--- src/rtl/spi_peripheral.sv ---
// SPI responder: oversampled SCLK/CS_N/MOSI, 16-bit address+data frames, LSB first.
// Optional address-incrementing bursts are enabled by defining SPI_PERIPHERAL_BURST_EN.
module spi_peripheral #(
  parameter int unsigned SYNC_STAGES = 2,
  parameter logic        IDLE_MISO   = 1'b0
) (
  input  logic       clk,
  input  logic       reset,
  input  logic       i_sclk,
  input  logic       i_cs_n,
  input  logic       i_mosi,
  output logic       o_miso,
  output logic       o_miso_oe,
  output logic       o_wr_valid,
  output logic [6:0] o_wr_addr,
  output logic [7:0] o_wr_data,
  output logic       o_rd_req,
  output logic [6:0] o_rd_addr,
  input  logic [7:0] i_rd_data,
  output logic       o_busy,
  output logic       o_frame_err
);

  typedef enum logic [2:0] {
    StWaitCsHigh, StIdle, StAddr, StWrData, StRdData, StDrain
  } state_e;

  logic [SYNC_STAGES-1:0] r_sclk_sync, r_cs_sync, r_mosi_sync;
  logic                   r_sclk_prev, r_cs_prev;
  logic                   w_sclk_s, w_cs_s, w_mosi_s, w_sclk_rise, w_sclk_fall, w_cs_fall;

  // cs_n resets to "asserted" so a frame already in flight is never joined.
  always_ff @(posedge clk) begin
    if (reset) begin
      r_sclk_sync <= '0;
      r_cs_sync   <= '0;
      r_mosi_sync <= '0;
      r_sclk_prev <= 1'b0;
      r_cs_prev   <= 1'b0;
    end else begin
      r_sclk_sync <= {r_sclk_sync[SYNC_STAGES-2:0], i_sclk};
      r_cs_sync   <= {r_cs_sync[SYNC_STAGES-2:0], i_cs_n};
      r_mosi_sync <= {r_mosi_sync[SYNC_STAGES-2:0], i_mosi};
      r_sclk_prev <= w_sclk_s;
      r_cs_prev   <= w_cs_s;
    end
  end

  assign w_sclk_s    = r_sclk_sync[SYNC_STAGES-1];
  assign w_cs_s      = r_cs_sync[SYNC_STAGES-1];
  assign w_mosi_s    = r_mosi_sync[SYNC_STAGES-1];
  assign w_sclk_rise = w_sclk_s & ~r_sclk_prev;
  assign w_sclk_fall = ~w_sclk_s & r_sclk_prev;
  assign w_cs_fall   = ~w_cs_s & r_cs_prev;

  state_e     r_state, w_state_next;
  logic [2:0] r_cnt, w_cnt_next;
  logic [7:0] r_shift, w_shift_next;
  logic [6:0] r_addr, w_addr_next;
  logic       r_boundary, w_boundary_next;
  logic       r_rd_capture, w_rd_capture_next;
  logic       r_miso, w_miso_next, r_miso_oe, w_miso_oe_next;
  logic       r_wr_valid, w_wr_valid_next, r_rd_req, w_rd_req_next;
  logic [6:0] r_wr_addr, w_wr_addr_next, r_rd_addr, w_rd_addr_next;
  logic [7:0] r_wr_data, w_wr_data_next;
  logic       r_busy, w_busy_next, r_frame_err, w_frame_err_next;
  logic [7:0] w_byte;

  assign w_byte = {w_mosi_s, r_shift[7:1]};

  always_ff @(posedge clk) begin
    if (reset) begin
      r_state      <= StWaitCsHigh;
      r_cnt        <= '0;
      r_shift      <= '0;
      r_addr       <= '0;
      r_boundary   <= 1'b0;
      r_rd_capture <= 1'b0;
      r_miso       <= IDLE_MISO;
      r_miso_oe    <= 1'b0;
      r_wr_valid   <= 1'b0;
      r_wr_addr    <= '0;
      r_wr_data    <= '0;
      r_rd_req     <= 1'b0;
      r_rd_addr    <= '0;
      r_busy       <= 1'b0;
      r_frame_err  <= 1'b0;
    end else begin
      r_state      <= w_state_next;
      r_cnt        <= w_cnt_next;
      r_shift      <= w_shift_next;
      r_addr       <= w_addr_next;
      r_boundary   <= w_boundary_next;
      r_rd_capture <= w_rd_capture_next;
      r_miso       <= w_miso_next;
      r_miso_oe    <= w_miso_oe_next;
      r_wr_valid   <= w_wr_valid_next;
      r_wr_addr    <= w_wr_addr_next;
      r_wr_data    <= w_wr_data_next;
      r_rd_req     <= w_rd_req_next;
      r_rd_addr    <= w_rd_addr_next;
      r_busy       <= w_busy_next;
      r_frame_err  <= w_frame_err_next;
    end
  end

  always_comb begin
    w_state_next      = r_state;
    w_cnt_next        = r_cnt;
    w_shift_next      = r_shift;
    w_addr_next       = r_addr;
    w_boundary_next   = r_boundary;
    w_rd_capture_next = 1'b0;
    w_miso_next       = r_miso;
    w_miso_oe_next    = r_miso_oe;
    w_wr_valid_next   = 1'b0;
    w_wr_addr_next    = r_wr_addr;
    w_wr_data_next    = r_wr_data;
    w_rd_req_next     = 1'b0;
    w_rd_addr_next    = r_rd_addr;
    w_busy_next       = r_busy;
    w_frame_err_next  = 1'b0;
    // Read data is valid exactly one clk after the rd_req pulse.
    if (r_rd_capture) w_shift_next = i_rd_data;

    unique case (r_state)
      StWaitCsHigh: if (w_cs_s) w_state_next = StIdle;
      StIdle: begin
        if (w_cs_fall) begin
          w_state_next    = StAddr;
          w_busy_next     = 1'b1;
          w_cnt_next      = '0;
          w_boundary_next = 1'b0;
        end
      end
      StAddr, StWrData, StRdData: begin
        if (w_cs_s) begin
          // A deselect between whole burst bytes is a normal end, not an abort.
          w_frame_err_next = ~r_boundary;
          w_state_next     = StIdle;
          w_busy_next      = 1'b0;
          w_miso_oe_next   = 1'b0;
          w_miso_next      = IDLE_MISO;
          w_boundary_next  = 1'b0;
        end else if (r_state == StAddr) begin
          if (w_sclk_fall) begin
            w_shift_next = w_byte;
            w_cnt_next   = r_cnt + 3'd1;
            if (r_cnt == 3'd7) begin
              w_addr_next = w_byte[6:0];
              if (w_byte[7]) begin
                w_state_next = StWrData;
              end else begin
                w_rd_addr_next    = w_byte[6:0];
                w_rd_req_next     = 1'b1;
                w_rd_capture_next = 1'b1;
                w_miso_oe_next    = 1'b1;
                w_state_next      = StRdData;
              end
            end
          end
        end else if (r_state == StWrData) begin
          if (w_sclk_fall) begin
            w_shift_next    = w_byte;
            w_cnt_next      = r_cnt + 3'd1;
            w_boundary_next = 1'b0;
            if (r_cnt == 3'd7) begin
              w_wr_valid_next = 1'b1;
              w_wr_addr_next  = r_addr;
              w_wr_data_next  = w_byte;
`ifdef SPI_PERIPHERAL_BURST_EN
              w_addr_next     = r_addr + 7'd1;
              w_boundary_next = 1'b1;
`else
              w_state_next    = StDrain;
`endif
            end
          end
        end else begin
          if (w_sclk_rise) begin
            w_miso_next     = r_shift[0];
            w_shift_next    = {1'b0, r_shift[7:1]};
            w_boundary_next = 1'b0;
`ifdef SPI_PERIPHERAL_BURST_EN
            if (r_cnt == 3'd7) begin
              w_addr_next       = r_addr + 7'd1;
              w_rd_addr_next    = r_addr + 7'd1;
              w_rd_req_next     = 1'b1;
              w_rd_capture_next = 1'b1;
            end
`endif
          end
          if (w_sclk_fall) begin
            w_cnt_next = r_cnt + 3'd1;
            if (r_cnt == 3'd7) begin
`ifdef SPI_PERIPHERAL_BURST_EN
              w_boundary_next = 1'b1;
`else
              w_miso_oe_next  = 1'b0;
              w_miso_next     = IDLE_MISO;
              w_state_next    = StDrain;
`endif
            end
          end
        end
      end
      StDrain: begin
        if (w_cs_s) begin
          w_state_next = StIdle;
          w_busy_next  = 1'b0;
        end
      end
      default: w_state_next = StWaitCsHigh;
    endcase
  end

  assign o_miso      = r_miso;
  assign o_miso_oe   = r_miso_oe;
  assign o_wr_valid  = r_wr_valid;
  assign o_wr_addr   = r_wr_addr;
  assign o_wr_data   = r_wr_data;
  assign o_rd_req    = r_rd_req;
  assign o_rd_addr   = r_rd_addr;
  assign o_busy      = r_busy;
  assign o_frame_err = r_frame_err;

endmodule

--- config.mk ---
export PLATFORM = sky130hd
export DESIGN_NAME = spi_peripheral
export DESIGN_NICKNAME = d
export VERILOG_FILES = /design/src/rtl/spi_peripheral.sv
export SDC_FILE = /design/constraint.sdc
export NUM_CORES = 1
export LEC_CHECK = 0
export ABC_AREA = 1
export ABC_CLOCK_PERIOD_IN_PS = 1720
export CAP_MARGIN = 0
export CORE_UTILIZATION = 30
export DETAILED_ROUTE_END_ITERATION = 8
export MAX_ROUTING_LAYER = met4
export SLEW_MARGIN = 0
export SYNTH_ARGS = -nofsm -noshare
export SYNTH_HDL_FRONTEND = slang
export SYNTH_SLANG_ARGS = --single-unit
export TNS_END_PERCENT = 10
--- constraint.sdc ---
create_clock -name clk -period 1.72 [get_ports clk]
set_input_delay 0.344 -clock clk [delete_from_list [all_inputs] [get_ports clk]]
set_output_delay 0.344 -clock clk [all_outputs]
set_load 0.01 [all_outputs]
After elaboration in Yosys (flattened, before gate mapping)
Cells that the tools add are included.
{ "classes": {"n_addsub": 1, "n_eq_ne": 21, "mux": 47, "n_bitwise": 13, "reduce_logical": 20} }
{ "op_table": {"columns": ["cell", "n"], "rows": [
  ["8-bit two-way mux", 7],
  ["3-bit two-way mux", 12],
  ["1-bit two-way mux", 24],
  ["3-bit != test, second input constant", 6],
  ["6-bit AND reduction", 3],
  ["6-bit OR reduction", 2],
  ["2-bit != test, second input constant", 5],
  ["1-bit NOT", 10],
  ["5-bit AND reduction", 2],
  ["3-bit equality test, second input constant", 3],
  ["3-bit case mux with 3 select lines", 1],
  ["4-bit != test, second input constant", 2],
  ["4-bit AND reduction", 2],
  ["3-bit by 2-bit equality test with 1-bit output, second input constant", 2],
  ["3-bit case mux with 2 select lines", 1],
  ["3-bit AND reduction", 2],
  ["2-bit nonzero test", 3],
  ["3-bit OR reduction", 2],
  ["2-bit by 1-bit != test with 1-bit output, second input constant", 2],
  ["1-bit case mux with 2 select lines", 2],
  ["4-bit OR reduction", 1],
  ["3-bit by 1-bit adder with 3-bit output, second input constant", 1],
  ["1-bit bitwise AND", 3],
  ["3-bit by 1-bit equality test with 1-bit output, second input constant", 1],
  ["other kinds (3)", 3]
]} }
{ "totals": {"reg_bits": 58, "input_bits": 13, "output_inout_bits": 28, "wordCells": 121} }

Depth between registers and ports, before layout
{ "depth": {"word_depth": 8, "mapped_depth": 11, "ltp_nobuf": 10} }

Worst setup path before layout
No wires, ideal clock.
{ "synth_timing": {"path_kind": "reg2reg", "start": "register r_state[1]", "end": "register r_addr[6]", "setup_ns": 0.116, "arrival_ns": 1.373, "setup_slack_ns": 0.231, "stages_incl_launch_ff": 9, "synth_period_minus_slack_ns": 1.489, "cell_sequence": "dfxtp_1 ha_1 inv_1 nand2_2 buf_6 nand3_4 buf_6 o21ai_1 a21oi_1"} }
{ "synth_via": {"elab_chain_len": 3} }
{ "synth_rtl": {"columns": ["element", "line_no", "source"], "rows": [
  ["from (decl)", "56", "state_e r_state, w_state_next;"],
  ["from (signal assigned)", "73", "r_state <= StWaitCsHigh;"],
  ["from (signal assigned)", "89", "r_state <= w_state_next;"],
  ["3-bit by 2-bit equality test with 1-bit output (tied with other cells)", "126, 145", null],
  ["3-bit OR reduction", "126", "unique case (r_state)"],
  ["5-bit AND reduction (no line) *", null, null],
  ["to (signal assigned)", "92", "r_addr <= w_addr_next;"],
  ["to (decl)", "59", "logic [6:0] r_addr, w_addr_next;"]
]} }
Mark *: on every way between the ends. The rest lies on a longest branch, timed or not.
A chain may end at the register's enable or synchronous reset.

Worst setup path after layout
{ "layout_timing": {"start": "register r_rd_addr[6], in the netlist o_rd_addr[6]", "end": "output o_rd_addr[6]"} }
{ "layout_rtl": {"columns": ["element", "line_no", "source"], "rows": [
  ["from (decl)", "64", "logic [6:0] r_wr_addr, w_wr_addr_next, r_rd_addr, w_rd_addr_next;"],
  ["from (signal assigned)", "101", "r_rd_addr <= w_rd_addr_next;"],
  ["to (decl)", "18", "output logic [6:0] o_rd_addr,"]
]} }
No word-level cell between the ends.

==> results.ini <==
[placed_design]
post-place-cells = 486
dp_hpwl_um = 3940
io_buffer_count = 40
pre_cts_slack_ps = 68.7
gp_routability_congestion = 0.832

[yosys]
yosysMostFrequentCell = nor2_1
synth-edff-count = 0
synth.avg_cell_area_um2 = 7.42
ys_seq_area_share_pct = 44.8
ys_types = 33
async_flop_share_pct = 0
yosys.area_share.simple_pct = 29.3
synth-xor-area-share_pct = 0
synth.net_count = 360
muxShareOfSynthArea_pct = 0.885
synth_fa_ha_area_share_pct = 1.97
synth_top_family_by_area = simple AND/OR/NAND/NOR gates
synth_top_cell_by_area = dfxtp_1
synth_area_um2 = 2540
ys.flop_type = dfxtp_1
synth_top_area_share_pct = 44.8
syn_inst = 343
synth_compound_area_share_pct = 12.9
synth_warnings = 0
synth_seq_cells = 57
ys_top_cells_by_area = dfxtp_1, nor2_1, nand2_1, o21ai_0, inv_1
synth_common_cells = nor2_1, dfxtp_1, nand2_1

[critical_path]
cp-end-kind = output port
cpLargestDelayFamily = buffers and inverters
r2r_end = r_addr[5]
crit_buf_inv = 1
worst_path_max_delay_cell = clkdlybuf4s50_1
reg2reg_from = r_cnt[0]
r2r_slack_ps = 120
worst-endpoint-arrival_ps = 1280
cp_cell_sequence = clkdlybuf4s50_1
worst_r2r_path_depth = 8
cp_max_fo = 2
critPathMaxStageDelay_ps = 560
crit_path_start_kind = register
worstPathRequired_ps = 1380
worstSetupPathType = reg -> out

[timing]
tightest_slew_ps = 261
skew_ps = 6.36
period_share_pct = 94.4
hold_violations = 0
period_minus_slack_ps = 1620
setup_slack_ps = 97.0
slew_viol_final = 0
rsz0062_at_grt = yes
slew_headroom_pct = 82.6
clock.fmax_mhz = 616
setup_viol_count_final = 0

[clock_network]
cts_hold_buf = 0
cts_num_sinks = 57
cts_buffers = 9
cts_tree = yes
clkTransAtPathRegs_ps = 70
htree_num_levels = 3
cts_resized = 0
post-cts-setup-buffers = 0
clock_path_buffers = 2
clock-root-buffer = clkbuf_8
clk_latency_ps = 340

[detailed_routing]
drc_errors = 0
wire_per_inst_um = 10.9
routed_wirelength_um = 5450
via_per_inst = 4.33
drtPass1Iterations = 4
drt_iter0_drc = 55
dr_total_vias = 2175
drtAntennaViolNets = 0

[global_routing]
antenna_found_initial = 0
grt_pass1_vias = 1954
grt_pass1_wl_um = 9090
grt_max_degree = 41
grtUsageTotal_pct = 14.1
grt_overflow_total = 0

[die]
chipHeight_um = 94.1
dieArea_um2 = 8860
ioPinCount = 41
fp-row-count = 33
core_um2 = 8220
fp.dieW_um = 94.1
start_util_pct = 31.0

[final_layout]
fin_cells = 502
n_antenna_cell = 0
finalNetCount = 409
utilization_pct = 39.7
drive_above_1_share_pct = 14.9
areaGrowthSynthToFinish_pct = 28.1

[status]
status = completed

[power_and_ir_drop]
p_leak_nw = 1.43
worst_ir_drop_vdd_mv = 0.402
power.density_nw_per_um2 = 1150

[min_path]
hold_path.class = reg -> reg
hold_depth = 2
hold_end = r_mosi_sync[1]
worstHoldStart = r_mosi_sync[0]

[flow_run]
drv_cap = 0

-- placed cells by master (no fill, tap or decap), drive strengths merged, types with 2 or more instances in the layout --
master	count
nand2	58
buf	10
dfxtp	57
clkinv	3
mux2	2
inv	48
nor2	88
nand3	7
clkbuf	9
a21oi	13
nand4	3
clkinvlp	3
nor3	3
ha	4
o21ai	44
clkdlybuf4s50	40
-- state kept, by name, indices dropped and copies added (netlist names), 2 cells and up --
| name | flops |
|---|---|
| r_shift | 8 |
| o_wr_data | 8 |
| o_wr_addr | 7 |
| r_cnt | 3 |
| r_addr | 7 |
| r_cs_sync | 2 |
| r_state | 3 |
| r_sclk_sync | 2 |
| r_mosi_sync | 2 |
| o_rd_addr | 7 |
-- cell families after synthesis --
logic type | count (synthesis)
AND/OR/NAND/NOR | 162
adder cells (fa/ha/maj) | 4
buffers and inverters | 59
flip-flops | 57
AO/OA/AOI/OAI | 59
multiplexers | 2
-- worst max-delay path by stage --
stage,from,endpoint,cells after the start
6_report,o_rd_addr[6],o_rd_addr[6],1
5_1_grt,r_cnt[1],r_addr[5],8
4_1_cts,r_state[2],r_shift[0],10
3_5_place_dp,r_state[2],r_shift[0],10
3_3_place_gp,r_state[2],r_shift[0],10
2_1_floorplan,r_state[1],r_addr[6],8
-- stage by stage --
stage	TNS (ps)	hold slack [ps]	power, mW	area [um^2]
finish	0	401	3.75	3260
detailed placement	0	392	2.70	3090
CTS	0	401	3.79	3260
global placement	0	393	2.69	3090
global route	-9.91	421	4.03	3260
floorplan	0	388	2.46	2540
-- metal layers --
layer  global-route usage (%)  wire length (um)  vias up
li1                         -                 -     1175
met1                     18.3              2780      950
met2                     19.3              2350       42
met3                     4.37               203        8
met4                     7.69               112        0
met5                        -                 0        -
-- report_power, final --
part,internal [mW],switching (mW)
sequential,1.42,0.0948
combinational,0.427,0.735
clock,0.517,0.559
total,2.36,1.39
-- final cells by class --
| class | instances | area (um^2) |
|---|---|---|
| clock buffer | 9 | 124 |
| clock inverter | 7 | 46.3 |
| fill | 849 | 4960 |
| inverter | 47 | 179 |
| multi-input combinational | 227 | 1150 |
| sequential | 57 | 1140 |
| tap | 105 | 131 |
| timing repair buffer | 50 | 488 |
(Power assumes the default switching activity.)
